### src/rtl/fetch_pkg.sv
// Shared types and defaults for the instruction fetch / prefetch stage.
package fetch_pkg;

  localparam int ADDR_W_DEF  = 16;
  localparam int INSTR_W_DEF = 16;
  localparam logic [ADDR_W_DEF-1:0] RESET_PC_DEF = '0;

  typedef struct packed {
    logic [INSTR_W_DEF-1:0] instr;
    logic [ADDR_W_DEF-1:0]  pc_plus_1;
  } fetch_entry_t;

  function automatic int occ_width(input int depth);
    return $clog2(depth) + 1;
  endfunction

endpackage

### src/rtl/fetch_prefetch_unit_if.sv
// Fetch stage bus: memory instruction port on one side, IF/ID feed and control on the other.
interface fetch_prefetch_unit_if #(
  parameter int ADDR_W  = 16,
  parameter int INSTR_W = 16,
  parameter int OCC_W   = 3
);
  logic [ADDR_W-1:0]  i_addr;
  logic               i_req;
  logic               i_rdy;
  logic [INSTR_W-1:0] i_instr;
  logic               redirect;
  logic [ADDR_W-1:0]  redirect_pc;
  logic               stall;
  logic               hlt;
  logic [INSTR_W-1:0] instr_out;
  logic [ADDR_W-1:0]  pc_plus_1_out;
  logic               valid_out;
  logic [OCC_W-1:0]   occupancy;

  modport master (
    output i_addr, i_req,
    input  i_rdy, i_instr,
    input  redirect, redirect_pc, stall, hlt,
    output instr_out, pc_plus_1_out, valid_out, occupancy
  );

  modport slave (
    input  i_addr, i_req,
    output i_rdy, i_instr,
    output redirect, redirect_pc, stall, hlt,
    input  instr_out, pc_plus_1_out, valid_out, occupancy
  );
endinterface

### src/rtl/fetch_fifo.sv
// Synchronous prefetch FIFO; clear wins over push/pop, head reads as zero when empty.
module fetch_fifo
  import fetch_pkg::*;
#(
  parameter int  DEPTH   = 4,
  parameter type entry_t = fetch_entry_t
) (
  input  logic                 clk,
  input  logic                 rst_n,
  input  logic                 push,
  input  logic                 pop,
  input  logic                 clear,
  input  entry_t               wdata,
  output entry_t               rdata,
  output logic                 full,
  output logic                 empty,
  output logic [$clog2(DEPTH):0] count
);
  localparam int PTR_W = $clog2(DEPTH);
  localparam int CNT_W = PTR_W + 1;

  entry_t             mem_q [DEPTH];
  logic [PTR_W-1:0]   wr_ptr_q, wr_ptr_d;
  logic [PTR_W-1:0]   rd_ptr_q, rd_ptr_d;
  logic [CNT_W-1:0]   cnt_q, cnt_d;
  logic               do_push, do_pop;

  assign full    = (cnt_q == CNT_W'(DEPTH));
  assign empty   = (cnt_q == '0);
  assign do_push = push & ~full & ~clear;
  assign do_pop  = pop & ~empty & ~clear;

  always_comb begin
    wr_ptr_d = wr_ptr_q;
    rd_ptr_d = rd_ptr_q;
    cnt_d    = cnt_q;
    if (clear) begin
      wr_ptr_d = '0;
      rd_ptr_d = '0;
      cnt_d    = '0;
    end else begin
      // DEPTH is a power of two, so pointer wrap is the natural overflow
      if (do_push) wr_ptr_d = wr_ptr_q + PTR_W'(1);
      if (do_pop)  rd_ptr_d = rd_ptr_q + PTR_W'(1);
      cnt_d = cnt_q + CNT_W'(do_push) - CNT_W'(do_pop);
    end
  end

  always_ff @(posedge clk or negedge rst_n) begin
    if (!rst_n) begin
      wr_ptr_q <= '0;
      rd_ptr_q <= '0;
      cnt_q    <= '0;
    end else begin
      wr_ptr_q <= wr_ptr_d;
      rd_ptr_q <= rd_ptr_d;
      cnt_q    <= cnt_d;
    end
  end

  always_ff @(posedge clk) begin
    if (do_push) mem_q[wr_ptr_q] <= wdata;
  end

  assign rdata = empty ? '0 : mem_q[rd_ptr_q];
  assign count = cnt_q;

endmodule

### src/rtl/fetch_prefetch_unit.sv
// Fetch PC, memory request logic and prefetch queue feeding IF/ID.
// Optional same-cycle bypass of an empty queue: define FETCH_BYPASS_EN.
module fetch_prefetch_unit
  import fetch_pkg::*;
#(
  parameter int               ADDR_W   = ADDR_W_DEF,
  parameter int               INSTR_W  = INSTR_W_DEF,
  parameter int               DEPTH    = 4,
  parameter logic [ADDR_W-1:0] RESET_PC = ADDR_W'(RESET_PC_DEF)
) (
  input logic                 clk,
  input logic                 rst_n,
  fetch_prefetch_unit_if.master bus
);
  localparam int CNT_W = occ_width(DEPTH);

  typedef struct packed {
    logic [INSTR_W-1:0] instr;
    logic [ADDR_W-1:0]  pc_plus_1;
  } entry_t;

  logic [ADDR_W-1:0] fpc_q, fpc_d, fpc_inc;
  logic              full, empty;
  logic              req, enq, push, pop;
  logic [CNT_W-1:0]  count;
  entry_t            wr_entry, head;

  assign fpc_inc  = fpc_q + ADDR_W'(1);
  assign wr_entry = '{instr: bus.i_instr, pc_plus_1: fpc_inc};

  // rst_n gating keeps the request low for the whole reset window
  assign req  = rst_n & ~full & ~bus.hlt & ~bus.redirect;
  assign enq  = req & bus.i_rdy;
  assign pop  = ~empty & ~bus.stall & ~bus.redirect;

  always_comb begin
    fpc_d = fpc_q;
    if (bus.redirect)  fpc_d = bus.redirect_pc;
    else if (enq)      fpc_d = fpc_inc;
  end

  always_ff @(posedge clk or negedge rst_n) begin
    if (!rst_n) fpc_q <= RESET_PC;
    else        fpc_q <= fpc_d;
  end

  fetch_fifo #(
    .DEPTH   (DEPTH),
    .entry_t (entry_t)
  ) u_fifo (
    .clk   (clk),
    .rst_n (rst_n),
    .push  (push),
    .pop   (pop),
    .clear (bus.redirect),
    .wdata (wr_entry),
    .rdata (head),
    .full  (full),
    .empty (empty),
    .count (count)
  );

`ifdef FETCH_BYPASS_EN
  logic byp;
  assign byp  = empty & enq;
  // A bypassed word that decode takes this cycle never lands in the queue
  assign push = enq & ~(byp & ~bus.stall);
  assign bus.valid_out     = ~empty | byp;
  assign bus.instr_out     = byp ? bus.i_instr : head.instr;
  assign bus.pc_plus_1_out = byp ? fpc_inc     : head.pc_plus_1;
`else
  assign push = enq;
  assign bus.valid_out     = ~empty;
  assign bus.instr_out     = head.instr;
  assign bus.pc_plus_1_out = head.pc_plus_1;
`endif

  assign bus.i_addr    = fpc_q;
  assign bus.i_req     = req;
  assign bus.occupancy = count;

endmodule

### src/flat_wrapper.sv
// flat-port wrapper written by rule: the top's interface ports become plain ports
module fetch_prefetch_unit_flat import fetch_pkg::*;
#(
  parameter int               ADDR_W   = ADDR_W_DEF,
  parameter int               INSTR_W  = INSTR_W_DEF,
  parameter int               DEPTH    = 4,
  parameter logic [ADDR_W-1:0] RESET_PC = ADDR_W'(RESET_PC_DEF)
)
  (clk, rst_n, bus_i_addr, bus_i_req, bus_i_rdy, bus_i_instr, bus_redirect, bus_redirect_pc, bus_stall, bus_hlt, bus_instr_out, bus_pc_plus_1_out, bus_valid_out, bus_occupancy);
  fetch_prefetch_unit_if #(.ADDR_W(ADDR_W), .INSTR_W(INSTR_W), .OCC_W(3)) bus_i ();
  input logic clk;
  input logic rst_n;
  output wire logic [$bits(bus_i.i_addr)-1:0] bus_i_addr;
  output wire logic [$bits(bus_i.i_req)-1:0] bus_i_req;
  input wire logic [$bits(bus_i.i_rdy)-1:0] bus_i_rdy;
  input wire logic [$bits(bus_i.i_instr)-1:0] bus_i_instr;
  input wire logic [$bits(bus_i.redirect)-1:0] bus_redirect;
  input wire logic [$bits(bus_i.redirect_pc)-1:0] bus_redirect_pc;
  input wire logic [$bits(bus_i.stall)-1:0] bus_stall;
  input wire logic [$bits(bus_i.hlt)-1:0] bus_hlt;
  output wire logic [$bits(bus_i.instr_out)-1:0] bus_instr_out;
  output wire logic [$bits(bus_i.pc_plus_1_out)-1:0] bus_pc_plus_1_out;
  output wire logic [$bits(bus_i.valid_out)-1:0] bus_valid_out;
  output wire logic [$bits(bus_i.occupancy)-1:0] bus_occupancy;
  assign bus_i_addr = bus_i.i_addr;
  assign bus_i_req = bus_i.i_req;
  assign bus_i.i_rdy = bus_i_rdy;
  assign bus_i.i_instr = bus_i_instr;
  assign bus_i.redirect = bus_redirect;
  assign bus_i.redirect_pc = bus_redirect_pc;
  assign bus_i.stall = bus_stall;
  assign bus_i.hlt = bus_hlt;
  assign bus_instr_out = bus_i.instr_out;
  assign bus_pc_plus_1_out = bus_i.pc_plus_1_out;
  assign bus_valid_out = bus_i.valid_out;
  assign bus_occupancy = bus_i.occupancy;
  fetch_prefetch_unit #(.ADDR_W(ADDR_W), .INSTR_W(INSTR_W), .DEPTH(DEPTH), .RESET_PC(RESET_PC)) u_core (.clk(clk), .rst_n(rst_n), .bus(bus_i));
endmodule
### config.mk
export PLATFORM = sky130hd
export DESIGN_NAME = fetch_prefetch_unit_flat
export DESIGN_NICKNAME = d
export VERILOG_FILES = /design/src/rtl/fetch_pkg.sv /design/src/rtl/fetch_prefetch_unit_if.sv /design/src/rtl/fetch_fifo.sv /design/src/rtl/fetch_prefetch_unit.sv /design/src/flat_wrapper.sv
export SDC_FILE = /design/constraint.sdc
export NUM_CORES = 1
export LEC_CHECK = 0
export BUFFER_PORTS_ARGS = -buffer_cell sky130_fd_sc_hd__buf_2
export CAP_MARGIN = 20
export CORE_AREA = 2 2 163 165
export CTS_BUF_LIST = sky130_fd_sc_hd__clkbuf_2 sky130_fd_sc_hd__clkbuf_4 sky130_fd_sc_hd__clkbuf_8
export DETAILED_ROUTE_END_ITERATION = 8
export DIE_AREA = 0 0 165 167
export GPL_ROUTABILITY_DRIVEN = 0
export HOLD_SLACK_MARGIN = 0.12
export PLACE_DENSITY = 0.42
export SLEW_MARGIN = 5
export SYNTH_ARGS = -nofsm -noshare
export SYNTH_HDL_FRONTEND = slang
export SYNTH_SLANG_ARGS = --single-unit
### constraint.sdc
create_clock -name clk -period 2.7 [get_ports clk]
set_clock_uncertainty 0.2 [all_clocks]
set_input_delay 0.405 -clock clk [delete_from_list [all_inputs] [get_ports clk]]
set_output_delay 0.405 -clock clk [all_outputs]
set_load 0.005 [all_outputs]
==> key figures, run 1 <==
Synth
  • Synth Area in Compound Gates: 0.03478
  • XOR/XNOR Fraction of Synth Area: 0.02338
  • Number of synthesized flops with an enable pin: 128
  • Synth Area per Inst: 17.12 um2
  • Synth area leaders: edfxtp_1 60%, mux4_2 11%, dfrtp_1 9.0%
  • Asr flop ratio synth: 0.1523
  • Seq cells post-synth: 151
  • Ys Warns: 0
  • Syn nets: roughly 420
  • Post-Synthesis Cells: 372
  • Synth cell types: 46
  • Adder-cell area share of the yosys netlist: 0.01690
  • Synth top area share: 0.6037
  • Largest area contributor in the netlist: edfxtp_1
  • Ys flop type: edfxtp_1
  • Main combinational cell family by area after synthesis: multiplexers
  • Mux contribution to synthesized area: 0.1148
  • Seq/Total Area, Yosys: 0.6940
  • Synth Area in Simple Gates: 0.09432
  • Post-Syn Area: 6367 um2

STA
  • Tcrit/Tclk final: 0.9429
  • Slew HR: 0.6063
  • RSZ-0062 raised after global routing: false
  • Setup Viol. Count Final: 0
  • Final Hold Viols: 0
  • Fmax: ~0.39 GHz
  • Setup TNS: 0 ns
  • WHS: ~0.17 ns
  • Max-slew violation count: 0
  • Fin crit period: 2.546 ns
  • Post-route worst setup slack: 0.1543 ns
  • Least-Margin Pin Slew: 0.5851 ns

Cells and area
  • Diodes inserted: 0
  • Area Growth Syn to Fin: 26.61%
  • Most frequent cells in the layout: 128 x edfxtp_1, 90 x buf_2, 34 x dlygate4sd3_1
  • Layout cells sized above 1: 0.3538
  • Final nets: ~550
  • Finished Cell Area: ~8100 um2
  • Commonest non-fill, non-tap cell in the layout: edfxtp_1

Drt
  • Via density: 4.336
  • DR pass1 iterations: 4
  • Initial drt markers: roughly 170
  • WL final: 14.95 mm
  • Antenna-violating nets left: 0
  • DR vias: 3707
  • Routed WL per cell: 17.48 um
  • DRC viols: 0

Critical path
  • Crit path required time: 2.10 ns
  • Crit path arrival time: 1.94 ns
  • WS Path Type: reg2out
  • CP max FO: 25
  • Crit path max-delay family: multiplexers
  • Element type at the critical path end: output pin
  • Max stage delay on crit path: 0.54 ns
  • RR Startpoint: u_core.u_fifo.count[1]$_DFF_PN0_
  • Crit path launch type: flip-flop
  • CP Buf/Inv Count: 2
  • Slowest cell on crit path: mux4_2
  • Critical path, cell by cell: buf_12, mux4_2, nor2b_1, buf_2
  • Crit path from: u_core.u_fifo.rd_ptr_q[0]$_DFFE_PN0P_

Global routing
  • First-pass GRT wire length: 23.39 mm
  • Congestion Overflow GR: 0
  • Pin count of the biggest net entering global routing: 37
  • Vias in the first global route: 3987
  • Initial antenna violation count: 0
  • Gr usage total: 0.1143

Die
  • Die height: 167 um
  • IO Pins: 91
  • Die area: about 28000 um2
  • Starting Density: 0.2471
  • Die Wd: 165 um
  • Std cell rows: 59
  • Core Footprint: 25760 um2

Pwr
  • Leak: 0.002880 uW
  • Pwr/cell area: approximately 700 nW/um2
  • Tot Pwr: around 5600 uW
  • Worst IR drop on VDD: 0.2936 mV

Clock network
  • Clock Sinks: 151
  • H-Tree Depth: 4
  • Clock slew at reported path FFs: 0.08 ns
  • CTS Buf Count: 17
  • Clk Tree Root Cell: clkbuf_8
  • Clock Path Buffers: 2
  • Clk_lat worst skew: 0.44 ns
  • CTS tree: done

Job
  • Max Cap Viol: 0

Place
  • Input/output buffers: 90
  • DP HPWL: 9.747 mm
  • Setup slack at placement: 0.3153 ns
  • Placed cell area: 7326 um2

Run status
  • Status: finished, final reports clean

Hold path
  • Hold Crit Class: in2reg
  • Start point of the worst hold path: bus_redirect
[stage by stage]
stage / cells / util
final: 855 / 0.3129
after global routing: 855 / 0.3129
after CTS: 855 / 0.3129
after detailed placement: 789 / 0.2843
after global placement: 789 / 0.2843
after floorplan: 372 / -
[final timing paths]
check | to | slack (ns) | depth (start not counted)
worst min register to register | u_core.u_fifo.wr_ptr_q[0]$_DFFE_PN0P_ | 0.37 | 1
worst max register to register | u_core.u_fifo.count[2]$_DFF_PN0_ | 0.32 | 10
worst min-delay path | u_core.u_fifo.rd_ptr_q[0]$_DFFE_PN0P_ | 0.17 | 3
min in group asynchronous | u_core.bus.i_addr[10]$_DFFE_PN0P_ | 0.31 | 3
worst max-delay path | bus_pc_plus_1_out[7] | 0.15 | 4
max in group asynchronous | u_core.u_fifo.rd_ptr_q[1]$_DFFE_PN0P_ | 1.72 | 3
[routing by layer]
| metal | up-vias | part of all wire | global-route usage |
|---|---|---|---|
| li1 | 1715 | - | - |
| met5 | - | 0 | 0 |
| met3 | 12 | 0.048 | 0.03337 |
| met1 | 1895 | 0.45 | 0.1497 |
| met2 | 85 | 0.49 | 0.1850 |
| met4 | 0 | 0.012 | 0.03062 |
[worst min-delay path, stage by stage]
cell     delay [ns]
buf_2          0.10
buf_4          0.21
a21oi_1        0.06
[power breakdown]
| group | switching, uW | total, uW | internal, uW |
|---|---|---|---|
| combinational | 573 | 1150 | 580 |
| sequential | 99.8 | 2720 | 2620 |
| clock | 913 | 1680 | 767 |
[cell type report]
| class | instances | area (um2) |
|---|---|---|
| clock buffers | 17 | 234.0 |
| clock inverters | 15 | 161.4 |
| inverters | 7 | 26.28 |
| multi-input cells | 190 | 1826 |
| repair buffers | 140 | 973.4 |
| flip-flops and latches | 151 | 4422 |
| fillers | 2561 | 17700 |
| well taps | 335 | 419.2 |
[cell usage after synthesis (all sizes together) (4+ instances only)]
library cell	number
nor2b	33
edfxtp	128
and2	4
mux4	32
nor2	10
xnor2	9
inv	7
clkbuf	13
buf	11
xor2	8
ha	7
dfrtp	23
or4	4
nand4	5
o211ai	4
nand2	12
nand3	15
a22oi	10
[state kept, by name, summed over array words and instances, names as in the netlist]
| name | flops |
|---|---|
| u_core.u_fifo.count | 3 |
| u_core.u_fifo.rd_ptr_q | 2 |
| u_core.bus.i_addr | 16 |
| u_core.u_fifo.mem_q | 128 |
| u_core.u_fifo.wr_ptr_q | 2 |
[what timing repair did]
action / CTS / global route
gates resized for setup: 0 / 0
hold buffers: 34 / 0
buffers inserted: 0 / 0
endpoints found under the hold margin: 104 / 0
[cells by family (layout without fill, tap and decap cells)]
kind of cell / count (synthesis) / after routing
AO/OA/AOI/OAI: 29 / 29
XOR/XNOR: 17 / 17
adder cells (fa/ha/maj): 8 / 8
buffers and inverters: 31 / 179
flip-flops: 151 / 151
multiplexers: 33 / 33
AND/OR/NAND/NOR: 103 / 103
(Power assumes the default switching activity.)
==> run 2, diff against run 1 <==
--- a/config.mk
+++ b/config.mk
@@ -7,13 +7,13 @@
 export LEC_CHECK = 0
 export BUFFER_PORTS_ARGS = -buffer_cell sky130_fd_sc_hd__buf_2
 export CAP_MARGIN = 20
-export CORE_AREA = 2 2 163 165
+export CORE_AREA = 2 2 125 127
 export CTS_BUF_LIST = sky130_fd_sc_hd__clkbuf_2 sky130_fd_sc_hd__clkbuf_4 sky130_fd_sc_hd__clkbuf_8
 export DETAILED_ROUTE_END_ITERATION = 8
-export DIE_AREA = 0 0 165 167
+export DIE_AREA = 0 0 127 129
 export GPL_ROUTABILITY_DRIVEN = 0
 export HOLD_SLACK_MARGIN = 0.12
-export PLACE_DENSITY = 0.42
+export PLACE_DENSITY = 0.64
 export SLEW_MARGIN = 5
 export SYNTH_ARGS = -nofsm -noshare
 export SYNTH_HDL_FRONTEND = slang
==> run 2 against run 1 <==
Effect of this change:
- via count is 1.5% lower
- highest routed layer unchanged
- hold slack better by 0.14 ns
- sequential power hardly changed
- global-route usage is 5.1 points higher
- critical path type unchanged
- register-to-register slack better by 0.09 ns
- die area is 41% lower
==> key figures, run 2 (same netlist as run 1, synthesis figures left out) <==
Run status
  • Status: finished, final reports clean

Cells and area
  • Fin cells: 710 (-17%)
  • Area Growth Syn to Fin: 25.15%
  • # fillers: 1245 (-51%)
  • Number of flip-flops under the largest register name: 128 (unchanged)
  • Diodes inserted: 0 (unchanged)
  • Largest register by flop count: u_core.u_fifo.mem_q
  • Utilization after layout: 0.5321 (+0.2192)
  • Register area: 4422 um2 (unchanged)
  • Footprint of the multi-input gates: 1831 um2 (+0.27%)
  • Layout cells sized above 1: 0.3544 (+0.0005600)
  • Most frequent cells in the layout: 128 x edfxtp_1, 90 x buf_2, 36 x dlygate4sd3_1
  • Finished Cell Area: 7969 um2 (-1.1%)
  • Commonest non-fill, non-tap cell in the layout: edfxtp_1
  • Final nets: 555 (+0.36%)

Global routing
  • First-pass GRT wire length: 20.33 mm (-13%)
  • Vias in the first global route: 3851 (-3.4%)
  • Congestion Overflow GR: 0 (unchanged)
  • Gr usage total: 0.1658 (+0.05148)
  • Pin count of the biggest net entering global routing: 37 (unchanged)
  • Initial antenna violation count: 0 (unchanged)

Place
  • Dpl cells: 642 (-19%)
  • Placed cell area: 7154 um2 (-2.3%)
  • Setup slack at placement: 0.3338 ns (+0.01843 ns)
  • Input/output buffers: 90 (unchanged)
  • DP HPWL: 8.153 mm (-16%)

STA
  • Setup TNS: 0 ns (unchanged)
  • Fmax: 0.3950 GHz (+0.54%)
  • Least-Margin Pin Slew: 0.5822 ns (-0.002889 ns)
  • RSZ-0062 raised after global routing: false
  • Tcrit/Tclk final: 0.9378 (-0.005105)
  • Post-route worst setup slack: 0.1681 ns (+0.01378 ns)
  • Final Hold Viols: 0 (unchanged)
  • Setup Viol. Count Final: 0 (unchanged)
  • Fin crit period: 2.532 ns (-0.01378 ns)
  • Slew HR: 0.6091 (+0.002734)
  • Max-slew violation count: 0 (unchanged)

Job
  • Max Cap Viol: 0 (unchanged)

Critical path
  • WS Path Type: reg2out
  • Crit path launch type: flip-flop
  • Crit path required time: 2.10 ns (about the same)
  • Element type at the critical path end: output pin
  • CP max FO: 21 (-16%)
  • Crit path arrival time: 1.93 ns (about the same)

Clock network
  • Postcts setup bufs: 0 (unchanged)
  • Clk_lat worst skew: 0.44 ns (about the same)
  • CTS Buf Count: 17 (unchanged)
  • Clk Tree Root Cell: clkbuf_8
  • Clock Sinks: 151 (unchanged)
  • Clock Path Buffers: 2 (unchanged)
  • Clock slew at reported path FFs: 0.09 ns (about the same)
  • CTS tree: done
  • H-Tree Depth: 4 (unchanged)

Die
  • Die Wd: 127 um (-23%)
  • IO Pins: 91 (unchanged)
  • Starting Density: 0.4251 (+0.1780)
  • Core Footprint: 14980 um2 (-42%)
  • Die height: 129 um (-23%)
  • Die area: 16380 um2 (-41%)
  • Std cell rows: 45 (-24%)

Drt
  • WL final: 12.84 mm (-14%)
  • DRC viols: 0 (unchanged)
  • Antenna-violating nets left: 0 (unchanged)
  • Initial drt markers: 236 (+36%)
  • DR pass1 iterations: 4 (unchanged)
  • Via density: 5.145 (+19%)
  • Routed WL per cell: 18.08 um (+3.5%)
  • DR vias: 3653 (-1.5%)

Pwr
  • Pwr/cell area: 723.5 nW/um2 (+5.0%)
  • Leak: 0.002918 uW (+1.3%)
  • Worst IR drop on VDD: 0.3469 mV (+18%)

Hold path
  • Hold Crit Class: in2async
-- run 2: cell types whose count changed in the layout (fill, tap and decap cells not counted), moves of 2 or more --
| cell | previous run | this run |
|---|---|---|
| clkinv_4 | 3 | 1 |
| inv_8 | 3 | 0 |
| clkinv_2 | 1 | 3 |
| dlygate4sd3_1 | 34 | 36 |
| clkinvlp_4 | 2 | 4 |
| clkbuf_8 | 17 | 20 |
| bufinv_16 | 1 | 4 |
| inv_6 | 4 | 0 |
-- run 2: metal layers --
layer | track usage | routed length, um
met1 | 0.2119 | 5623
met2 | 0.2774 | 6280
met3 | 0.04865 | 772
met4 | 0.05042 | 163
met5 | 0 | 0
-- run 2: layout make-up --
class,count,share of cell area
Timing Repair Buffer,142,0.1262
Tap cell,188,0.02952
Clock inverter,12,0.02182
Clock buffer,20,0.03454
Sequential cell,151,0.5549
Inverter,7,0.003297
Multi-Input combinational cell,190,0.2297
-- run 2: worst paths after layout --
| path | from | endpoint | slack (ns) | cells past startpoint |
|---|---|---|---|---|
| setup reg to reg | u_core.u_fifo.count[2]$_DFF_PN0_ | u_core.u_fifo.count[2]$_DFF_PN0_ | 0.41 | 10 |
| max in group asynchronous | rst_n | u_core.u_fifo.rd_ptr_q[1]$_DFFE_PN0P_ | 1.72 | 3 |
| min in group clk | u_core.u_fifo.wr_ptr_q[0]$_DFFE_PN0P_ | u_core.u_fifo.wr_ptr_q[0]$_DFFE_PN0P_ | 0.37 | 1 |
| hold reg to reg | u_core.u_fifo.wr_ptr_q[0]$_DFFE_PN0P_ | u_core.u_fifo.wr_ptr_q[0]$_DFFE_PN0P_ | 0.37 | 1 |
| setup / recovery | u_core.u_fifo.rd_ptr_q[0]$_DFFE_PN0P_ | bus_pc_plus_1_out[3] | 0.17 | 4 |
| hold / removal | rst_n | u_core.u_fifo.wr_ptr_q[0]$_DFFE_PN0P_ | 0.31 | 3 |
-- run 2: metrics by stage --
step / total power (uW) / hold WS, ns
final: 5766 / 0.3114
after global routing: 6033 / 0.3375
after CTS: 5833 / 0.3033
after detailed placement: 3909 / 0.2432
after global placement: 3890 / 0.2296
after floorplan: 3417 / -0.09059
-- run 2: worst max-delay path, stage by stage (launching register included) --
cell and delay (ns):
dfrtp_2 0.42, buf_12 0.22, mux4_2 0.52, nor2b_1 0.17, buf_2 0.15
-- run 2: what timing repair did --
action                                  4_1_cts  5_1_grt
endpoints found under the setup margin        0        1
gates resized for setup                       0        1
endpoints found under the hold margin       108        0
hold buffers                                 36        0
-- run 2: power by group --
group          leakage [uW]  total (uW)  switching, uW  internal, uW
Clock              0.000217        1890            816          1080
Combinational       0.00126        1150            554           598
Sequential          0.00144        2720           95.4          2620
Total               0.00292        5770           1470          4300
